--- config.mk ---
export PLATFORM = sky130hd
export DESIGN_NAME = mips_multicycle_ctrl
export DESIGN_NICKNAME = d
export VERILOG_FILES = /design/src/rtl/mips_multicycle_ctrl.sv
export SDC_FILE = /design/constraint.sdc
export NUM_CORES = 1
export LEC_CHECK = 0
export CORE_MARGIN = 10
export CORE_UTILIZATION = 35
export CTS_CLUSTER_DIAMETER = 80
export CTS_CLUSTER_SIZE = 25
export DETAILED_ROUTE_END_ITERATION = 6
export PLACE_DENSITY = 0.81
export SLEW_MARGIN = 20
export SYNTH_ARGS = -nofsm -noshare
export SYNTH_HDL_FRONTEND = slang
export SYNTH_SLANG_ARGS = --single-unit
export TNS_END_PERCENT = 10
--- constraint.sdc ---
create_clock -name clk -period 2.5 [get_ports clk]
set_clock_uncertainty 0.2 [all_clocks]
set_input_delay 0.625 -clock clk [delete_from_list [all_inputs] [get_ports clk]]
set_output_delay 0.625 -clock clk [all_outputs]
set_load 0.01 [all_outputs]
--- src/rtl/mips_multicycle_ctrl.sv ---
// mips_multicycle_ctrl
// Multicycle control FSM for a small MIPS subset. It steps one instruction at a
// time through FETCH, DECODE, EXEC, MEM and WB, and drives the ALU, register
// file, data memory and PC strobes for the current step.
//
// Optional build macro MC_PERF_CNT_EN adds two 32-bit performance counters:
//   retired      - completed legal instructions
//   stall_cycles - cycles spent waiting on instr_valid in FETCH or on mem_ready in MEM
// Without the macro neither port exists.
//
// Strobes are decoded from the registered state plus the opcode/funct latched
// at fetch, so no path exists from the instruction bus to any output. The few
// inputs that do reach outputs are instr_valid (FETCH handshake) and zero
// (branch decision in EXEC). Both are qualified by the registered state.

module mips_multicycle_ctrl #(
  parameter int IW = 32
) (
  input  logic          clk,
  input  logic          rst,
  input  logic [IW-1:0] instruction,
  input  logic          instr_valid,
  input  logic          mem_ready,
  input  logic          zero,
  output logic [3:0]    ALU_control_lines,
  output logic          ALUsrc,
  output logic          ir_write,
  output logic          pc_write,
  output logic          pc_src,
  output logic          reg_write,
  output logic          reg_dst,
  output logic          mem_to_reg,
  output logic          mem_read,
  output logic          mem_write,
  output logic          illegal,
  output logic [2:0]    state
`ifdef MC_PERF_CNT_EN
  ,
  output logic [31:0]   retired,
  output logic [31:0]   stall_cycles
`endif
);

  typedef enum logic [2:0] {
    FETCH  = 3'd0,
    DECODE = 3'd1,
    EXEC   = 3'd2,
    MEM    = 3'd3,
    WB     = 3'd4
  } stateT;

  localparam logic [5:0] OP_RTYPE = 6'h00;
  localparam logic [5:0] OP_LW    = 6'h23;
  localparam logic [5:0] OP_SW    = 6'h2B;
  localparam logic [5:0] OP_BEQ   = 6'h04;
  localparam logic [5:0] OP_ADDI  = 6'h08;

  localparam logic [5:0] FN_ADD = 6'h20;
  localparam logic [5:0] FN_SUB = 6'h22;
  localparam logic [5:0] FN_AND = 6'h24;
  localparam logic [5:0] FN_OR  = 6'h25;

  localparam logic [3:0] ALU_AND = 4'b0000;
  localparam logic [3:0] ALU_OR  = 4'b0001;
  localparam logic [3:0] ALU_ADD = 4'b0010;
  localparam logic [3:0] ALU_SUB = 4'b0110;

  stateT       r_state;
  stateT       w_nextState;
  logic [5:0]  r_opcode;
  logic [5:0]  r_funct;
  logic        r_rstHold;

  logic        w_accept;
  logic        w_isRtype;
  logic        w_isAdd;
  logic        w_isSub;
  logic        w_isAnd;
  logic        w_isOr;
  logic        w_isLw;
  logic        w_isSw;
  logic        w_isBeq;
  logic        w_isAddi;
  logic        w_isLegal;
  logic        w_useImm;
  logic [3:0]  w_aluOp;

  // Register fields between funct and opcode belong to the datapath, not to control.
  logic        w_unusedFields;
  assign w_unusedFields = ^instruction[25:6];

  // Stays high while reset is asserted and for the first cycle after release,
  // so that no strobe fires and no instruction is accepted in that window.
  always_ff @(posedge clk or posedge rst) begin
    if (rst) r_rstHold <= 1'b1;
    else     r_rstHold <= 1'b0;
  end

  assign w_accept = (r_state == FETCH) && instr_valid && !r_rstHold;

  // Instruction-class decode from the latched fields only.
  assign w_isRtype = (r_opcode == OP_RTYPE);
  assign w_isAdd   = w_isRtype && (r_funct == FN_ADD);
  assign w_isSub   = w_isRtype && (r_funct == FN_SUB);
  assign w_isAnd   = w_isRtype && (r_funct == FN_AND);
  assign w_isOr    = w_isRtype && (r_funct == FN_OR);
  assign w_isLw    = (r_opcode == OP_LW);
  assign w_isSw    = (r_opcode == OP_SW);
  assign w_isBeq   = (r_opcode == OP_BEQ);
  assign w_isAddi  = (r_opcode == OP_ADDI);
  assign w_isLegal = w_isAdd | w_isSub | w_isAnd | w_isOr |
                     w_isLw | w_isSw | w_isBeq | w_isAddi;
  assign w_useImm  = w_isLw | w_isSw | w_isAddi;

  // ALU operation for the latched instruction; held constant from EXEC to WB.
  always_comb begin
    w_aluOp = ALU_ADD;
    if (w_isSub || w_isBeq) w_aluOp = ALU_SUB;
    else if (w_isAnd)       w_aluOp = ALU_AND;
    else if (w_isOr)        w_aluOp = ALU_OR;
  end

  // Capture opcode and funct when FETCH accepts a word; reset clears them.
  always_ff @(posedge clk or posedge rst) begin
    if (rst) begin
      r_opcode <= 6'd0;
      r_funct  <= 6'd0;
    end else if (w_accept) begin
      r_opcode <= instruction[31:26];
      r_funct  <= instruction[5:0];
    end
  end

  // FSM state register.
  always_ff @(posedge clk or posedge rst) begin
    if (rst) r_state <= FETCH;
    else     r_state <= w_nextState;
  end

  // Next-state and strobe decode. All outputs default to 0, so any state or
  // phase that does not name a strobe leaves it low.
  always_comb begin
    w_nextState       = r_state;
    ALU_control_lines = 4'b0000;
    ALUsrc            = 1'b0;
    ir_write          = 1'b0;
    pc_write          = 1'b0;
    pc_src            = 1'b0;
    reg_write         = 1'b0;
    reg_dst           = 1'b0;
    mem_to_reg        = 1'b0;
    mem_read          = 1'b0;
    mem_write         = 1'b0;
    illegal           = 1'b0;
    case (r_state)
      FETCH: begin
        if (w_accept) begin
          ir_write    = 1'b1;
          pc_write    = 1'b1;
          w_nextState = DECODE;
        end
      end
      DECODE: begin
        if (w_isLegal) begin
          w_nextState = EXEC;
        end else begin
          illegal     = 1'b1;
          w_nextState = FETCH;
        end
      end
      EXEC: begin
        ALU_control_lines = w_aluOp;
        ALUsrc            = w_useImm;
        if (w_isBeq) begin
          pc_write    = zero;
          pc_src      = zero;
          w_nextState = FETCH;
        end else if (w_isLw || w_isSw) begin
          w_nextState = MEM;
        end else begin
          w_nextState = WB;
        end
      end
      MEM: begin
        ALU_control_lines = w_aluOp;
        ALUsrc            = w_useImm;
        mem_read          = w_isLw;
        mem_write         = w_isSw;
        if (mem_ready) w_nextState = w_isLw ? WB : FETCH;
      end
      WB: begin
        ALU_control_lines = w_aluOp;
        ALUsrc            = w_useImm;
        reg_write         = 1'b1;
        reg_dst           = w_isRtype;
        mem_to_reg        = w_isLw;
        w_nextState       = FETCH;
      end
      default: begin
        w_nextState = FETCH;
      end
    endcase
  end

  assign state = r_state;

`ifdef MC_PERF_CNT_EN
  logic w_retireNow;
  logic w_stallNow;

  assign w_retireNow = (r_state == WB) ||
                       ((r_state == MEM) && w_isSw && mem_ready) ||
                       ((r_state == EXEC) && w_isBeq);
  assign w_stallNow  = ((r_state == FETCH) && !instr_valid) ||
                       ((r_state == MEM) && !mem_ready);

  // Retired-instruction and stall counters; both wrap naturally at 2^32.
  always_ff @(posedge clk or posedge rst) begin
    if (rst) begin
      retired      <= 32'd0;
      stall_cycles <= 32'd0;
    end else begin
      if (w_retireNow) retired      <= retired + 32'd1;
      if (w_stallNow)  stall_cycles <= stall_cycles + 32'd1;
    end
  end
`endif

endmodule

==> key figures, run 1 <==
Outcome
  • Outcome: complete, but fails checks
  • Failing checks: negative setup slack

Critical path
  • Critical path class: reg -> out
  • Data required, critical path: 1670 ps
  • CP endpoint kind: output port
  • CP max FO: 3
  • Crit path DAT: 1850 ps
  • CP startpoint kind: flop

Global route
  • Largest net degree at the start of global routing: 17
  • GRT Residual Overflow: 0
  • Initial antenna violation count: 0
  • Vias in the first global route: 957
  • First-pass GRT wire length: 4.374 mm
  • Global Route Usage Sum: 10.22%

Drt
  • DRC violations left: 0
  • First-pass DRT Iterations: 4
  • Antenna Violating Nets Remaining: 0
  • DRT Wirelength: 2.833 mm
  • DR WL/cell: 16.28 um
  • Vias: 859
  • DR vias/cell: 4.937
  • DR iter-0 viols: 10

STA
  • Peak Freq: 373.5 MHz
  • Worst slew pin tran: 628.8 ps
  • Setup ws final: -177.4 ps
  • Final Cycle Share: 107.1%
  • Min Clock Period, post-route: 2677 ps
  • RSZ-0062 raised after global routing: true
  • Slew Limit Fails: 0
  • Hold violation count in the final report: 0
  • # setup viols final: 6
  • Rel. slew slack: 58.04%

Die
  • # IOs: 54
  • Initial Util: 36.24%
  • Die H: 72.98 um
  • Die width: 72.98 um
  • Core box area: 2710 um2
  • Cell Rows: 19
  • Total Die Area: 5325 um2

Synthesis
  • Synth Flop Type: dfrtp_1
  • Post-synthesis async set-or-reset flop share: 100.0%
  • Yosys reg bits: 16
  • Mapped Cells: 85
  • Cell Area, Synth: 982.2 um2
  • Synth warn: 0
  • Part of the Yosys area used for sequential elements: 40.89%
  • Cell taking the most area after synthesis: dfrtp_1
  • Leading post-synthesis cells by cell area: dfrtp_1, mux2_4, mux2_2
  • Syn Area/Cell: 11.56 um2
  • Distinct cells, synth: 40
  • Area share of the largest cell type after synthesis: 38.22%
  • Post-synth EDFFs: 0
  • Top cells by count, synth: dfrtp_1, mux2_4, nor2_1
  • Count leader, synth: dfrtp_1

Placement
  • Pre-CTS setup slack: -325.0 ps
  • Buffers on Ports: 32
  • Post-detail-place hpwl: 2.163 mm
  • RePlAce Congestion: 0.8468
  • Placed Cells: 166

Hold path
  • Worst min path class: reg -> reg

Layout
  • Layout Nets: 181
  • Fin util: 56.56%
  • Fin cells: 174
  • Share of layout cells above drive strength 1: 51.05%
  • Area grow syn2layout: 56.05%
  • ANT cells: 0

Clock tree
  • Maximum clock path buffer count: 2
  • CTS HTree Levels: 1
  • Total CTS buffers: 3
  • Clk sinks: 16
  • # hold bufs at CTS: 0
  • Clk_lat worst skew: 300 ps
  • Clk root buf: clkbuf_4
  • CTS tree: yes
  • Clk slew on worst S/H paths: 100 ps

Pwr
  • Total power: 864.8 uW
  • Power per cell area: 564.2 nW/um2
  • Worst vdd ir: 0.4276 mV
  • Leak pwr: 0.6943 nW

Job
  • Max_cap viols: 0
==> layer usage <==
| metal | track usage [%] | share of wire, % |
|---|---|---|
| met1 | 10.98 | 42 |
| met4 | 3.376 | 0.85 |
| met2 | 17.92 | 52 |
| met5 | 0 | 0 |
| met3 | 3.810 | 5.0 |
==> timing repair <==
action	4_1_cts	5_1_grt
hold endpoints to repair	0	0
setup buffers	3	3
resized for setup	29	21
cloned	0	0
pin swaps	3	12
setup endpoints to repair	13	9
==> report_power, final <==
| part | internal [mW] | total [mW] | switching (mW) |
|---|---|---|---|
| registers | 0.311 | 0.368 | 0.0561 |
| logic | 0.212 | 0.347 | 0.134 |
| clock network | 0.0622 | 0.151 | 0.0884 |
==> cell type report <==
type	instances	area (um2)
Fill cell	228	1177
Clock buffer	4	26.28
Sequential cell	16	405.4
Timing Repair Buffer	57	474.2
Multi-Input combinational cell	63	576.8
Tap cell	31	38.79
Inverter	3	11.26
==> stage by stage <==
| stage | hold WS [ps] | instance area, um2 | TNS (ps) |
|---|---|---|---|
| 6_report | 334.0 | 1533 | -648.4 |
| 5_1_grt | 349.3 | 1533 | -1181 |
| 4_1_cts | 337.4 | 1510 | -631.3 |
| 3_5_place_dp | 307.6 | 1468 | -1305 |
| 3_3_place_gp | 299.6 | 1468 | -1130 |
| 2_1_floorplan | 282.6 | 985.9 | 0 |
==> cells by family after synthesis <==
logic type	synth area share, %
AO/OA/AOI/OAI	7.516
flip-flops	40.89
multiplexers	17.20
XOR/XNOR	0.8919
other	0.3818
AND/OR/NAND/NOR	28.41
buffers and inverters	4.712
==> worst paths after layout <==
| kind | from | to | slack [ps] | depth (start not counted) |
|---|---|---|---|---|
| worst min-delay path | r_funct[4]$_DFFE_PP0P_ | r_funct[4]$_DFFE_PP0P_ | 330 | 1 |
| worst max register to register | r_opcode[5]$_DFFE_PP0P_ | state[1]$_DFFE_PP0P_ | 690 | 6 |
| worst min register to register | r_funct[4]$_DFFE_PP0P_ | r_funct[4]$_DFFE_PP0P_ | 330 | 1 |
| min in group asynchronous | rst | r_funct[3]$_DFFE_PP0P_ | 490 | 2 |
| worst max-delay path | r_opcode[5]$_DFFE_PP0P_ | illegal | -180 | 6 |
| max in group asynchronous | rst | r_opcode[3]$_DFFE_PP0P_ | 1160 | 2 |
==> cell usage in the layout (no fill, tap or decap), drive strengths merged <==
master	synthesis	routed
nor3	3	3
o22ai	2	2
and2	1	1
clkdlybuf4s50	0	19
nor4b	2	2
nand4b	1	1
or4	1	1
nor4	2	2
dfstp	1	1
and2b	1	1
xnor2	1	1
nand2	4	4
or3	1	1
clkdlybuf4s15	0	1
and3	2	2
dlygate4sd2	0	5
o21ai	1	1
and4	1	1
nand3b	2	2
a21boi	1	1
clkbuf	0	5
nand2b	1	1
mux2	12	12
a211oi	1	1
nor2	11	11
a31oi	1	1
conb	1	2
nand4	1	1
nand3	4	4
buf	4	31
dfrtp	15	15
inv	3	3
a21oi	4	4
==> sequential cells by signal, summed over array words and instances (netlist names) <==
register,cells
r_funct,6
r_opcode,6
r_rstHold,1
state,3
==> critical path, cell delays in order, from the launching register on <==
cell and delay [ps]:
dfrtp_1 440, buf_6 140, or4_4 510, nor2_4 120
a211oi_2 50, nor4b_4 150, buf_2 140
Note: power is estimated with default switching activity, not from simulation.
==> run 2, diff against run 1 <==
--- a/config.mk
+++ b/config.mk
@@ -5,12 +5,13 @@
 export SDC_FILE = /design/constraint.sdc
 export NUM_CORES = 1
 export LEC_CHECK = 0
+export CORE_ASPECT_RATIO = 0.9
 export CORE_MARGIN = 10
-export CORE_UTILIZATION = 35
+export CORE_UTILIZATION = 34
 export CTS_CLUSTER_DIAMETER = 80
 export CTS_CLUSTER_SIZE = 25
 export DETAILED_ROUTE_END_ITERATION = 6
-export PLACE_DENSITY = 0.81
+export PLACE_DENSITY = 0.82
 export SLEW_MARGIN = 20
 export SYNTH_ARGS = -nofsm -noshare
 export SYNTH_HDL_FRONTEND = slang
==> constraint.sdc (replaced) <==
create_clock -name clk -period 2.4 [get_ports clk]
set_clock_uncertainty 0.2 [all_clocks]
set_input_delay 0.6 -clock clk [delete_from_list [all_inputs] [get_ports clk]]
set_output_delay 0.6 -clock clk [all_outputs]
set_load 0.01 [all_outputs]
==> key figures, run 2 (synthesis gave the netlist of run 1 again) <==
Outcome
  • Outcome: complete, but fails checks
  • Failing checks: negative setup slack

Clock tree
  • Clk_lat worst skew: 300 ps (about the same)
  • Clk slew on worst S/H paths: 100 ps (about the same)
  • Clk root buf: clkbuf_4
  • Total CTS buffers: 3 (unchanged)
  • CTS tree: yes
  • Clk sinks: 16 (unchanged)
  • Maximum clock path buffer count: 2 (unchanged)
  • CTS HTree Levels: 1 (unchanged)

Die
  • Total Die Area: 5442 um2 (+2.2%)
  • Core box area: 2748 um2 (+1.4%)
  • Initial Util: 35.75% (-0.50 points)
  • # IOs: 54 (unchanged)
  • Die H: 70.99 um (-2.7%)
  • Cell Rows: 18 (-1)
  • Die width: 76.66 um (+5.0%)

STA
  • Min Clock Period, post-route: 2597 ps
  • Setup ws final: -196.6 ps (-19.18 ps)
  • Worst slew pin tran: 644.7 ps (+15.92 ps)
  • Peak Freq: 385.1 MHz
  • TNS Setup: -717.9 ps (-69.50 ps)
  • Rel. slew slack: 56.97% (-1.1 points)
  • Slew Limit Fails: 0 (unchanged)
  • RSZ-0062 raised after global routing: true
  • Hold violation count in the final report: 0 (unchanged)
  • Final Cycle Share: 108.2%
  • # setup viols final: 7 (+1)

Critical path
  • Crit path DAT: 1800 ps (-50 ps)
  • Reg-to-reg startpoint: state[0]$_DFFE_PP0P_
  • Critical path class: reg -> out
  • Cell family with most CP delay: simple AND/OR/NAND/NOR gates
  • CP startpoint: r_opcode[1]$_DFFE_PP0P_
  • Worst R2R End: r_opcode[3]$_DFFE_PP0P_
  • Data required, critical path: 1600 ps (-70 ps)
  • Critical path's slowest cell: or4_4
  • R2r worst-path depth: 6 (unchanged)
  • CP endpoint kind: output port
  • CP Buf/Inv Count: 1 (-1)
  • R2r setup slk: 580 ps (-110 ps)
  • Setup crit end: illegal
  • Slowest stage delay, CP: 540 ps (+30 ps)
  • Levels on crit path: 5 (-1)
  • CP startpoint kind: flop
  • CP max FO: 5 (+2)
  • Worst path cell trace: or4_4 > nor2_4 > a211oi_4 > nor4b_4 > buf_2

Pwr
  • Worst vdd ir: 0.2843 mV (-34%)
  • Total power: 959.7 uW (+11%)
  • Net Sw Power: 309.2 uW (+11%)
  • Leak pwr: 0.7209 nW (+3.8%)
  • Power per cell area: 592.3 nW/um2 (+5.0%)
  • Clock power share: 16.2% (-1.2 points)
  • Sequential group share of total power: 40.1% (-2.4 points)
  • Internal power: 650.5 uW (+11%)
  • Switch share: 32.22% (about the same)
  • Gate power share: 43.7% (+3.6 points)

Global route
  • Initial antenna violation count: 0 (unchanged)
  • Most crowded layer after global routing: met2
  • Vias in the first global route: 1050 (+9.7%)
  • GR Util met2: 21.79% (+3.9 points)
  • GRT met1 Usage: 12.03% (+1.0 points)
  • Largest net degree at the start of global routing: 17 (unchanged)
  • First-pass GRT wire length: 5.154 mm (+18%)
  • GRT Residual Overflow: 0 (unchanged)
  • Global Route Usage Sum: 11.73% (+1.5 points)
  • Routing usage on met3: 3.283% (-0.53 points)

Drt
  • First-pass DRT Iterations: 4 (unchanged)
  • Vias: 930 (+8.3%)
  • DR iter-0 viols: 65 (+55)
  • DRT Wirelength: 3.116 mm (+10%)
  • DR WL/cell: 16.31 um (+0.20%)
  • DRC violations left: 0 (unchanged)
  • Antenna Violating Nets Remaining: 0 (unchanged)
  • DR vias/cell: 4.869 (-1.4%)

Layout
  • Area grow syn2layout: 64.97%
  • Commonest non-fill, non-tap cells in the layout: buf_4, clkdlybuf4s50_1, dfrtp_1
  • Layout Nets: 189 (+4.4%)
  • Share of layout cells above drive strength 1: 58.28% (+7.2 points)
  • Fin cells: 191 (+9.8%)
  • ANT cells: 0 (unchanged)
  • Design area: 1620 um2 (+5.7%)
  • Commonest non-fill, non-tap cell in the layout: buf_4

Job
  • Max_cap viols: 0 (unchanged)

Placement
  • RePlAce Congestion: 0.8388 (-0.94%)
  • Post-detail-place hpwl: 2.199 mm (+1.7%)
  • Buffers on Ports: 32 (unchanged)
  • Placed instance area: 1501 um2 (+2.3%)
  • Placed Cells: 178 (+7.2%)

Hold path
  • Worst min path class: reg -> reg
run 2: cell count changes in the layout (fill, tap and decap cells not counted), sizes merged:
cell	change
dlygate4sd2	-3
buf	+8
clkbuf	+1
clkdlybuf4s15	+2
run 2: area by class of cell:
type                       count  area (um2)
inverter                       3       11.26
timing repair buffer          65       535.5
sequential                    16       407.9
tap                           40       50.05
multi-input combinational     63       589.3
fill                         240        1127
clock buffer                   4       26.28
run 2: per-layer routing:
layer / routed length [um] / part of all wire [%] / up-vias
met4: 70 / 2.2 / 0
met3: 128 / 4.1 / 8
met1: 1310 / 42 / 458
li1: - / - / 434
met5: 0 / 0 / -
met2: 1607 / 52 / 30
run 2: per-stage QoR:
stage	setup slack, ps	hold slack (ps)	util (%)
3_3_place_gp	-341.6	330.4	54.64
2_1_floorplan	190.5	282.6	-
4_1_cts	-168.3	391.4	58.74
5_1_grt	-277.4	436.6	58.97
3_5_place_dp	-355.4	356.3	54.64
6_report	-196.6	403.2	58.97
run 2: repair_timing:
action / CTS / global route
resized for setup: 52 / 9
setup endpoints to repair: 13 / 12
buffers inserted: 9 / 0
hold buffers: 0 / 0
gates cloned: 0 / 0
pin swaps: 6 / 2
run 2: how the worst min path moves through the flow:
stage                                start                     end  slack (ps)  cells past startpoint
floorplan           r_funct[3]$_DFFE_PP0P_  r_funct[3]$_DFFE_PP0P_         280                      1
global placement    r_funct[0]$_DFFE_PP0P_  r_funct[0]$_DFFE_PP0P_         330                      1
detailed placement  r_funct[0]$_DFFE_PP0P_  r_funct[0]$_DFFE_PP0P_         360                      1
CTS                 r_funct[0]$_DFFE_PP0P_  r_funct[0]$_DFFE_PP0P_         390                      1
global route        r_funct[3]$_DFFE_PP0P_  r_funct[3]$_DFFE_PP0P_         440                      2
finish              r_funct[0]$_DFFE_PP0P_  r_funct[0]$_DFFE_PP0P_         400                      1
run 2: worst reg2reg max path, stage by stage (launching register included):
cell and delay [ps]:
dfrtp_1 430, nor2_4 140, buf_4 140, nand3b_4 90, nor2_4 100, buf_4 250, mux2_2 370
run 2: power by group through the flow:
stage,combinational (mW),sequential [mW],clock (mW)
finish,0.419,0.385,0.156
global route,0.448,0.392,0.174
CTS,0.410,0.380,0.161
detailed placement,0.344,0.385,0
global placement,0.334,0.379,0
floorplan,0.186,0.372,0
